## src/rtl/piso_pkg.sv

```systemverilog
// rtl/piso_pkg.sv - shared types and width-legality helper for the PISO serializer
// Purpose: FSM state encoding and the legal WIDTH range used by piso_serializer.
// Ports: none (package).
package piso_pkg;

  typedef enum logic {
    IDLE  = 1'b0,
    SHIFT = 1'b1
  } piso_state_t;

  localparam int PISO_WIDTH_MIN = 2;
  localparam int PISO_WIDTH_MAX = 64;

  function automatic bit piso_width_legal(input int width);
    return (width >= PISO_WIDTH_MIN) && (width <= PISO_WIDTH_MAX);
  endfunction

endpackage

```

## src/rtl/piso_bit_counter.sv

```systemverilog
// rtl/piso_bit_counter.sv - CNT_W-bit up counter with clear, enable and terminal flag
// Purpose: tracks the bit position of the word being serialised.
// Ports:
//   clk        rising-edge clock
//   reset_n    asynchronous active-low reset
//   i_clr      synchronous clear to 0 (wins over i_en)
//   i_en       increment by one
//   o_count    current count
//   o_terminal count equals TERMINAL
module piso_bit_counter #(
  parameter int               CNT_W    = 3,
  parameter logic [CNT_W-1:0] TERMINAL = '1
) (
  input  logic             clk,
  input  logic             reset_n,
  input  logic             i_clr,
  input  logic             i_en,
  output logic [CNT_W-1:0] o_count,
  output logic             o_terminal
);

  logic [CNT_W-1:0] r_count;

  always_ff @(posedge clk or negedge reset_n) begin
    if (!reset_n) begin
      r_count <= '0;
    end else if (i_clr) begin
      r_count <= '0;
    end else if (i_en) begin
      r_count <= r_count + CNT_W'(1);
    end
  end

  assign o_count    = r_count;
  assign o_terminal = (r_count == TERMINAL);

endmodule

```

## src/rtl/piso_serializer.sv

```systemverilog
// rtl/piso_serializer.sv - parallel-in/serial-out shifter with valid/ready load and stall
// Purpose: accepts a WIDTH-bit word on a valid/ready handshake and emits it one bit
//   per shift_en cycle, LSB or MSB first; back-to-back words stream without a gap.
// Ports:
//   clk, reset_n        clock, asynchronous active-low reset
//   load_valid/ready    load handshake, load_data is the word
//   shift_en            consumer takes the current bit (0 = stall)
//   ser_out, ser_valid  serial bit and its qualifier
//   frame_start         ser_out is bit 0 of a word
//   frame_done          last bit of a word is consumed this cycle
//   busy                a word is in flight
module piso_serializer
  import piso_pkg::*;
#(
  parameter int WIDTH     = 8,
  parameter bit MSB_FIRST = 1'b0
) (
  input  logic             clk,
  input  logic             reset_n,
  input  logic             load_valid,
  input  logic [WIDTH-1:0] load_data,
  output logic             load_ready,
  input  logic             shift_en,
  output logic             ser_out,
  output logic             ser_valid,
  output logic             frame_start,
  output logic             frame_done,
  output logic             busy
);

  localparam int               CNT_W    = $clog2(WIDTH);
  localparam logic [CNT_W-1:0] LAST_IDX = CNT_W'(WIDTH - 1);

  generate
    if (!piso_width_legal(WIDTH)) begin : g_bad_width
      $error("piso_serializer: WIDTH out of range 2..64");
    end
  endgenerate

  piso_state_t      r_state;
  logic [WIDTH-1:0] r_shift;
  logic [WIDTH-1:0] w_shift_next;
  logic [CNT_W-1:0] w_count;
  logic             w_last;
  logic             w_shifting;
  logic             w_frame_done;
  logic             w_load_fire;
  logic             w_tap;

  assign w_shifting   = (r_state == SHIFT) && shift_en;
  assign w_frame_done = w_shifting && w_last;
  // The last consumed bit frees the register in the same cycle, so a new
  // word can be taken on that edge without an idle bubble.
  assign load_ready   = (r_state == IDLE) || w_frame_done;
  assign w_load_fire  = load_valid && load_ready;

  // Clearing on frame_done keeps the counter at 0 in IDLE, so it never
  // relies on overflow to wrap when WIDTH is not a power of two.
  piso_bit_counter #(
    .CNT_W    (CNT_W),
    .TERMINAL (LAST_IDX)
  ) u_bit_counter (
    .clk        (clk),
    .reset_n    (reset_n),
    .i_clr      (w_load_fire || w_frame_done),
    .i_en       (w_shifting),
    .o_count    (w_count),
    .o_terminal (w_last)
  );

  generate
    if (MSB_FIRST) begin : g_msb
      assign w_shift_next = {r_shift[WIDTH-2:0], 1'b0};
      assign w_tap        = r_shift[WIDTH-1];
    end else begin : g_lsb
      assign w_shift_next = {1'b0, r_shift[WIDTH-1:1]};
      assign w_tap        = r_shift[0];
    end
  endgenerate

  always_ff @(posedge clk or negedge reset_n) begin
    if (!reset_n) begin
      r_state <= IDLE;
      r_shift <= '0;
    end else begin
      case (r_state)
        IDLE: begin
          if (load_valid) begin
            r_shift <= load_data;
            r_state <= SHIFT;
          end
        end
        SHIFT: begin
          if (shift_en) begin
            if (w_last && load_valid) begin
              r_shift <= load_data;
            end else if (w_last) begin
              r_shift <= w_shift_next;
              r_state <= IDLE;
            end else begin
              r_shift <= w_shift_next;
            end
          end
        end
        default: r_state <= IDLE;
      endcase
    end
  end

  assign ser_valid   = (r_state == SHIFT);
  assign busy        = (r_state == SHIFT);
  assign ser_out     = ser_valid && w_tap;
  assign frame_start = ser_valid && (w_count == '0);
  assign frame_done  = w_frame_done;

endmodule

```

## config.mk

```make
export PLATFORM = sky130hd
export DESIGN_NAME = piso_serializer
export DESIGN_NICKNAME = d
export VERILOG_FILES = /design/src/rtl/piso_pkg.sv /design/src/rtl/piso_bit_counter.sv /design/src/rtl/piso_serializer.sv
export SDC_FILE = /design/constraint.sdc
export NUM_CORES = 1
export LEC_CHECK = 0
export BUFFER_PORTS_ARGS = -buffer_cell sky130_fd_sc_hd__clkbuf_2
export CORE_MARGIN = 2
export CORE_UTILIZATION = 49
export CTS_CLUSTER_DIAMETER = 40
export CTS_CLUSTER_SIZE = 16
export DETAILED_ROUTE_END_ITERATION = 6
export PLACE_DENSITY = 0.75
export SLEW_MARGIN = 20
export SYNTH_ARGS = -nofsm -noshare
export SYNTH_HDL_FRONTEND = slang
export SYNTH_SLANG_ARGS = --single-unit
```

## constraint.sdc

```tcl
create_clock -name clk -period 1.92 [get_ports clk]
set_input_delay 0.192 -clock clk [delete_from_list [all_inputs] [get_ports clk]]
set_output_delay 0.192 -clock clk [all_outputs]
set_load 0.02 [all_outputs]
```

== Yosys cells after proc, flatten, opt, wreduce, memory -nomap -nowiden ==
Index checks and enable logic that the tools add are counted.

* Flip-flop bits (word level): 12
* Bits of input ports: 12
* Output and inout port bits: 6
* Word-level logic and storage cells: 30

* $add $sub $neg: 1
* Eq/ne operators: 3
* Muxes and demuxes: 11
* Bitwise operators: 1
* Reduce and logical (&&, ||, !) cells: 11

{| class="wikitable"
|+ Operators with widths
! operator !! number
|-
| 8-bit 2-to-1 mux || 3
|-
| 8-bit case mux with 2 select lines || 1
|-
| 1-bit logical AND || 6
|-
| 3-bit 2-to-1 mux || 2
|-
| 1-bit 2-to-1 mux || 4
|-
| 2-bit inequality test, second input constant || 2
|-
| 3-bit by 1-bit adder with 3-bit output, second input constant || 1
|-
| 3-bit == test, second input constant || 1
|-
| 3-bit logical NOT || 1
|-
| 1-bit logical OR || 2
|-
| 1-bit case mux with 2 select lines || 1
|-
| 2-bit AND reduction || 1
|-
| 2-bit nonzero test || 1
|-
| 1-bit NOT || 1
|}

== Depth between registers and ports, before layout ==
Gate-level depths: netlist of run 1.

* Word-level depth: 6
* Depth in mapped cells: 6

== By module ==
Synthesis of run 1 repeated with hierarchy kept, for this count alone.

* Cells, all modules: 66
* Area, all modules: 624.3 µm²

{| class="wikitable"
|+ Modules (own cells, without submodules)
! module !! instances !! cells an instance !! area an instance (µm²) !! sequential area each (µm²)
|-
| piso_serializer || 1 || 55 || 484.2 || 225.2
|-
| piso_bit_counter || 1 || 11 || 140.1 || 75.1
|}

== Least setup slack after synthesis of run 1 ==
Ideal clock, no wire load.

* Path type: flip-flop to flip-flop
* Start point: register u_bit_counter.r_count[0] (netlist: u_bit_counter.o_count[0])
* End point: register r_shift[0]
* Library setup time: 0.122 ns
* Arrival time: 1.282 ns
* Required time: 1.798 ns
* Setup slack: 0.517 ns
* Cell stages (with the launch flop): 7
* Buffers on the path: 1
* Period minus slack after synthesis: 1.403 ns
* Cells stage by stage: dfrtp_1 -> ha_1 -> ha_1 -> a21bo_1 -> buf_2 -> nand2_1 -> a21oi_2

* Longest elaborated chain between the ends: 5

{| class="wikitable"
|+ RTL lines
! item !! line !! source
|-
| start: declaration || piso_bit_counter.sv:22 || <nowiki>logic [CNT_W-1:0] r_count;</nowiki>
|-
| start signal: assignment || piso_bit_counter.sv:30 || <nowiki>r_count <= r_count + CNT_W'(1);</nowiki>
|-
| 3-bit == test || piso_bit_counter.sv:35 || <nowiki>assign o_terminal = (r_count == TERMINAL);</nowiki>
|-
| 1-bit logical AND || piso_serializer.sv:95 || <nowiki>if (w_last && load_valid) begin</nowiki>
|-
| 8-bit 2-to-1 mux || piso_serializer.sv:95 ||
|-
| 8-bit 2-to-1 mux || piso_serializer.sv:94 || <nowiki>if (shift_en) begin</nowiki>
|-
| 8-bit case mux with 2 select lines || piso_serializer.sv:86 || <nowiki>case (r_state)</nowiki>
|-
| end signal: assignment || piso_serializer.sv:89 || <nowiki>r_shift <= load_data;</nowiki>
|-
| end signal: assignment || piso_serializer.sv:96 || <nowiki>r_shift <= load_data;</nowiki>
|-
| end signal: assignment || piso_serializer.sv:98 || <nowiki>r_shift <= w_shift_next;</nowiki>
|-
| end: declaration || piso_serializer.sv:41 || <nowiki>logic [WIDTH-1:0] r_shift;</nowiki>
|}

No other way between the ends. The select of a mux whose other input is x is not followed.
A chain may end at the register's enable or synchronous reset.

== Final worst setup path of run 1 ==
* Start point: register u_bit_counter.r_count[0] (netlist: u_bit_counter.o_count[0])
* End point: output frame_done

* Longest elaborated chain between the ends: 2

{| class="wikitable"
|+ RTL lines
! item !! line !! source
|-
| 3-bit == test || piso_bit_counter.sv:35 ||
|-
| 1-bit logical AND || piso_serializer.sv:51 || <nowiki>assign w_frame_done = w_shifting && w_last;</nowiki>
|-
| end: declaration || piso_serializer.sv:27 || <nowiki>output logic frame_done,</nowiki>
|}

No other way between the ends.

==> results by group, run 1 <==
Outcome
  – Outcome: complete, no violations

Yosys
  – Commonest cells in the netlist: a21oi_1, dfrtp_1, nand2_1
  – Synth top area cells: dfrtp_1, a21oi_1, nand2_1, ha_1, nor2_1
  – EDFF count, synth: 0
  – Syn Area/Cell: 9.18 sq um
  – Most numerous cell in the Yosys netlist: a21oi_1
  – Share of the synthesized area in the top cell type: 45.5%
  – Cell count after synthesis: 72
  – Post-synth top flop: dfrtp_1
  – Post-synth cell types: 23
  – Mapped Area: approximately 660 sq um
  – Leading area contributor after synthesis: dfrtp_1
  – Register area share after synthesis: 45.5%
  – Seq cells post-synth: 12
  – Yosys Warn Count: 0
  – Syn_nets: 87
  – Post-synth ARST share: 100%

Floorplanning
  – Initial core utilization: about 51%
  – Core area: 1280 sq um
  – Cell Rows: 13
  – Die ar.: 1660 sq um
  – Num ports: 18
  – Die width: 40.7 microns
  – DIE HEIGHT: 40.7 microns

Timing
  – Final max-slew violation count: 0
  – Max_slew headroom: 71.3%
  – Min cycle time layout: between 1.5 and 2 ns
  – Fmax: approximately 570 MHz
  – Final period util: 90.8%
  – Final count of hold timing violations: 0
  – Setup Viol. Count Final: 0
  – Skew final: approximately 0.0070 ns
  – Worst-Margin Slew: roughly 0.42 ns
  – Setup TNS: 0 ns
  – Unrepaired setup endpoints after global routing: no

CTS
  – Clk sinks: 12
  – TritonCTS clock tree: yes
  – CTS buffer count: 3
  – Max H-tree Level: 1
  – Maximum root-to-sink buffer count: 2
  – Clock Tree Root: clkbuf_4
  – Post-CTS setup buffer count: 0
  – Worst-Skew Late Latency: 0.27 ns
  – Cts repair resizes: 0
  – Worst-path clk slew: about 0.080 ns
  – Hold_buf cts: 1

Pwr
  – Power per Cell Area: ~1200 nW/um^2
  – Peak VDD IR: 0.000568 V
  – Leak Pwr: 0.394 nW

Final layout
  – # fillers: 131
  – Total Nets Final: 106
  – Multi-input logic area: 322 sq um
  – Register area: 300 sq um
  – Number of diodes: 0
  – Ratio of cells with drive above 1 in the final layout: between 30% and 40%
  – Area growth from synthesis to layout: 18.6%
  – Final Instance Area: 783 sq um

Critical path
  – Required @ worst endpoint: 1.73 ns
  – WS Path Type: reg2out
  – CP Max Fanout: 7
  – Startpoint types: register
  – Crit end category: primary output
  – WP data arrival: 1.55 ns

Routing
  – Vias per inst: 5.36
  – First-pass DRT Iterations: 6
  – # DRC: 0
  – Total Wirelength: 1310 microns
  – DR iter-0 viols: 6
  – Routed Antenna Nets: 0
  – Routed vias: 563
  – WL/cell: approximately 13 microns

Placement
  – DP HPWL: roughly 960 microns
  – PortBufs: 17
  – RePlAce Congestion: 0.659
  – Area after DPL: ~740 sq um

Global route
  – Largest net degree at the start of global routing: 15
  – Vias in the first global route: 502
  – Grt ovf: 0
  – Initial antenna violation count: 0
  – Global-route usage over all layers: 21.4%
  – First-pass GRT wire length: 2260 microns

Hold path
  – Hold Crit Class: in2reg

Flow run
  – Max Cap Violations: 0
==> cell usage in the layout (no fill, tap or decap), drive strengths merged <==
| cell type | n |
|---|---|
| clkbuf | 21 |
| a21boi | 1 |
| o22ai | 1 |
| a21bo | 1 |
| nand4b | 1 |
| nand2 | 12 |
| dlygate4sd3 | 1 |
| mux2i | 1 |
| nand3 | 2 |
| nand2b | 1 |
| and2 | 1 |
| nor2 | 9 |
| o21ai | 2 |
| inv | 3 |
| a21oi | 14 |
| dfrtp | 12 |
| mux2 | 1 |
| a22o | 1 |
| ha | 3 |
| and3 | 2 |
==> per-stage QoR <==
step	hold slack [ns]	worst slack [ns]	power, mW	util [%]	cells
final	0.129	0.177	0.927	61.0	105
after global routing	0.141	0.0968	1.01	61.0	105
after CTS	0.120	0.169	0.942	61.0	105
after detailed placement	0.0956	0.417	0.736	57.4	100
after global placement	0.0976	0.490	0.716	57.4	100
after floorplan	-0.104	0.517	0.643	-	72
==> report_power, final <==
group / total, mW / internal, mW / switching [mW]
Sequential: 0.395 / 0.336 / 0.0587
Clock: 0.198 / 0.115 / 0.0827
Combinational: 0.334 / 0.152 / 0.182
==> sequential cells by signal (all words and copies together), names as in the netlist <==
register and count:
busy 1, r_shift 8, u_bit_counter.o_count 3
==> metal layers <==
| metal | vias to the layer above | GRT usage, % | routed length (microns) |
|---|---|---|---|
| li1 | 280 | - | - |
| met1 | 265 | 27.1 | 558 |
| met2 | 16 | 32.9 | 672 |
| met3 | 2 | 4.89 | 69 |
| met4 | 0 | 12.5 | 12 |
| met5 | - | 0 | 0 |
==> kinds of logic after synthesis <==
logic type,Yosys count,synth area share [%]
compound gates,20,19.5
fa+ha+maj,3,5.68
flops,12,45.5
buf+inv,7,5.87
mux,2,4.35
simple gates,28,19.1
==> cell type report <==
type	count	share of cell area (%)
timing repair buffer	18	12.1
clock buffer	4	4.63
sequential	12	38.3
inverter	3	1.44
tap	15	2.40
multi-input combinational	53	41.1
==> worst paths after layout <==
check / slack [ns] / start / cells after the start / end
max reg2reg: 0.40 / u_bit_counter.o_count[0] / 5 / r_shift[5]
min in group asynchronous: 0.33 / reset_n / 2 / u_bit_counter.o_count[1]
max in group asynchronous: 1.35 / reset_n / 2 / r_shift[4]
min reg2reg: 0.48 / r_shift[7] / 2 / r_shift[7]
min: 0.13 / load_data[6] / 3 / r_shift[6]
max: 0.18 / u_bit_counter.o_count[0] / 4 / frame_done
==> critical path: stages, from the launching register on <==
cell and delay [ns]:
dfrtp_1 0.40, ha_1 0.20, ha_1 0.28, and3_2 0.25, clkbuf_2 0.15
No activity file was read; power rests on OpenSTA's default activity.
==> run 2, diff against run 1 <==
--- a/config.mk
+++ b/config.mk
@@ -6,12 +6,15 @@
 export NUM_CORES = 1
 export LEC_CHECK = 0
 export BUFFER_PORTS_ARGS = -buffer_cell sky130_fd_sc_hd__clkbuf_2
+export CELL_PAD_IN_SITES_DETAIL_PLACEMENT = 0
+export CELL_PAD_IN_SITES_GLOBAL_PLACEMENT = 1
+export CORE_ASPECT_RATIO = 1.1
 export CORE_MARGIN = 2
-export CORE_UTILIZATION = 49
+export CORE_UTILIZATION = 36
 export CTS_CLUSTER_DIAMETER = 40
 export CTS_CLUSTER_SIZE = 16
 export DETAILED_ROUTE_END_ITERATION = 6
-export PLACE_DENSITY = 0.75
+export PLACE_DENSITY = 0.74
 export SLEW_MARGIN = 20
 export SYNTH_ARGS = -nofsm -noshare
 export SYNTH_HDL_FRONTEND = slang
==> results by group, run 2 (synthesized netlist as in run 1, its figures left out) <==
Placement
  – Cells after DPL: between 100 and 150
  – DP HPWL: 875 microns
  – Setup slack at placement: 0.436 ns
  – RePlAce Congestion: 0.700
  – Area after DPL: 741 sq um
  – PortBufs: 17

Global route
  – Largest net degree at the start of global routing: 15
  – Global-route usage over all layers: between 10 and 15%
  – Initial antenna violation count: 0
  – First-pass GRT wire length: approximately 2000 microns
  – Vias in the first global route: 457
  – Grt ovf: 0

Routing
  – Routed Antenna Nets: 0
  – WL/cell: roughly 11 microns
  – Vias per inst: 5.15
  – Total Wirelength: 1210 microns
  – DR iter-0 viols: 8
  – Routed vias: 556
  – # DRC: 0
  – First-pass DRT Iterations: 4

Final layout
  – Max reg flops: 8
  – Finished Layout Cells: 108
  – Ratio of cells with drive above 1 in the final layout: 32.2%
  – Number of diodes: 0
  – Commonest cells after routing, fill and taps aside: clkbuf_2, a21oi_1, nand2_1, dfrtp_1, nor2_1
  – Area growth from synthesis to layout: 19.1%
  – Final Instance Area: 787 sq um
  – Total Nets Final: 106
  – Most common cell after layout, fill and taps aside: clkbuf_2
  – Biggest register: r_shift

Critical path
  – Crit end category: primary output
  – CP Max Fanout: 7
  – Slowest stage delay, CP: around 0.41 ns
  – WS Path Type: reg2out
  – Required @ worst endpoint: 1.73 ns
  – WP data arrival: 1.55 ns
  – Startpoint types: register
  – Worst-path cell with the longest stage delay: dfrtp_1
  – Crit path cell chain: ha_1 > ha_1 > and3_2 > clkbuf_2
  – CP top delay family: adder cells
  – Critical Path Most Common Cell: ha_1
  – CP bufs+invs: 1

Timing
  – Worst-Margin Slew: 0.431 ns
  – Final count of hold timing violations: 0
  – Unrepaired setup endpoints after global routing: no
  – Max_slew headroom: 70.7%
  – Worst setup margin: between 0.15 and 0.2 ns
  – Fmax: ~570 MHz
  – Setup Viol. Count Final: 0
  – Min cycle time layout: 1.74 ns
  – Final period util: 90.8%
  – Final max-slew violation count: 0
  – Skew final: approximately 0.0066 ns
  – Setup TNS: 0 ns

CTS
  – Post-CTS setup buffer count: 0
  – Maximum root-to-sink buffer count: 2
  – TritonCTS clock tree: yes
  – Worst-path clk slew: 0.08 ns
  – Clock Tree Root: clkbuf_4
  – Clk sinks: 12
  – Worst-Skew Late Latency: 0.28 ns
  – Hold_buf cts: 1
  – Max H-tree Level: 1
  – CTS buffer count: 3
  – Cts repair resizes: 0

Floorplanning
  – Core area: about 1800 sq um
  – Die ar.: 2190 sq um
  – Initial core utilization: 37.5%
  – Die width: about 45 microns
  – Cell Rows: 16
  – Num ports: 18
  – DIE HEIGHT: ~49 microns

Pwr
  – Peak VDD IR: 0.000477 V
  – Leak Pwr: 0.394 nW
  – Power per Cell Area: approximately 1200 nW/um^2
  – Total power: 0.921 mW

Outcome
  – Outcome: complete, no violations

Flow run
  – Max Cap Violations: 0

Hold path
  – Hold Crit Class: in2reg
==> run 2: layout make-up <==
type                    instances  area [sq um]
fillers                       183           975
multi-input cells              53           322
flip-flops and latches         12           300
repair buffers                 18          95.1
clock buffers                   4          36.3
well taps                      18          22.5
inverters                       3          11.3
==> run 2: tightest hold or removal path, delay by kind of cell <==
kind / cells / cell delay (ns)
buffers and inverters: 1 / 0.08
and+or+nand+nor: 1 / 0.04
AOI/OAI and AO/OA: 1 / 0.05
==> run 2: metal layers <==
metal  share of wire, %  vias to the layer above  GRT usage [%]
met5                  0                        -              0
met4                2.1                        0           7.35
met1                 44                      253           16.8
met3                7.4                        4           5.19
li1                   -                      281              -
met2                 46                       18           17.6
==> run 2: path summary, 6_finish.rpt <==
kind	slack [ns]	start	depth (start not counted)	end
max	0.18	u_bit_counter.o_count[0]	4	frame_done
min	0.12	load_data[6]	3	r_shift[6]
max reg2reg	0.44	u_bit_counter.o_count[0]	5	r_shift[2]
min reg2reg	0.48	r_shift[7]	2	r_shift[7]
max in group asynchronous	1.37	reset_n	2	r_shift[5]
min in group asynchronous	0.32	reset_n	2	u_bit_counter.o_count[2]
==> run 2: stage by stage <==
stage / hold WS [ns] / util, %
floorplan: -0.104 / -
global placement: 0.102 / 42.0
detailed placement: 0.0940 / 42.0
CTS: 0.112 / 44.7
global route: 0.124 / 44.7
finish: 0.115 / 44.7
==> run 2: where the power goes <==
part	switching [mW]	leakage [nW]	internal (mW)
clock network	0.0914	0.0210	0.115
registers	0.0544	0.137	0.336
logic	0.172	0.236	0.152
total	0.318	0.394	0.603
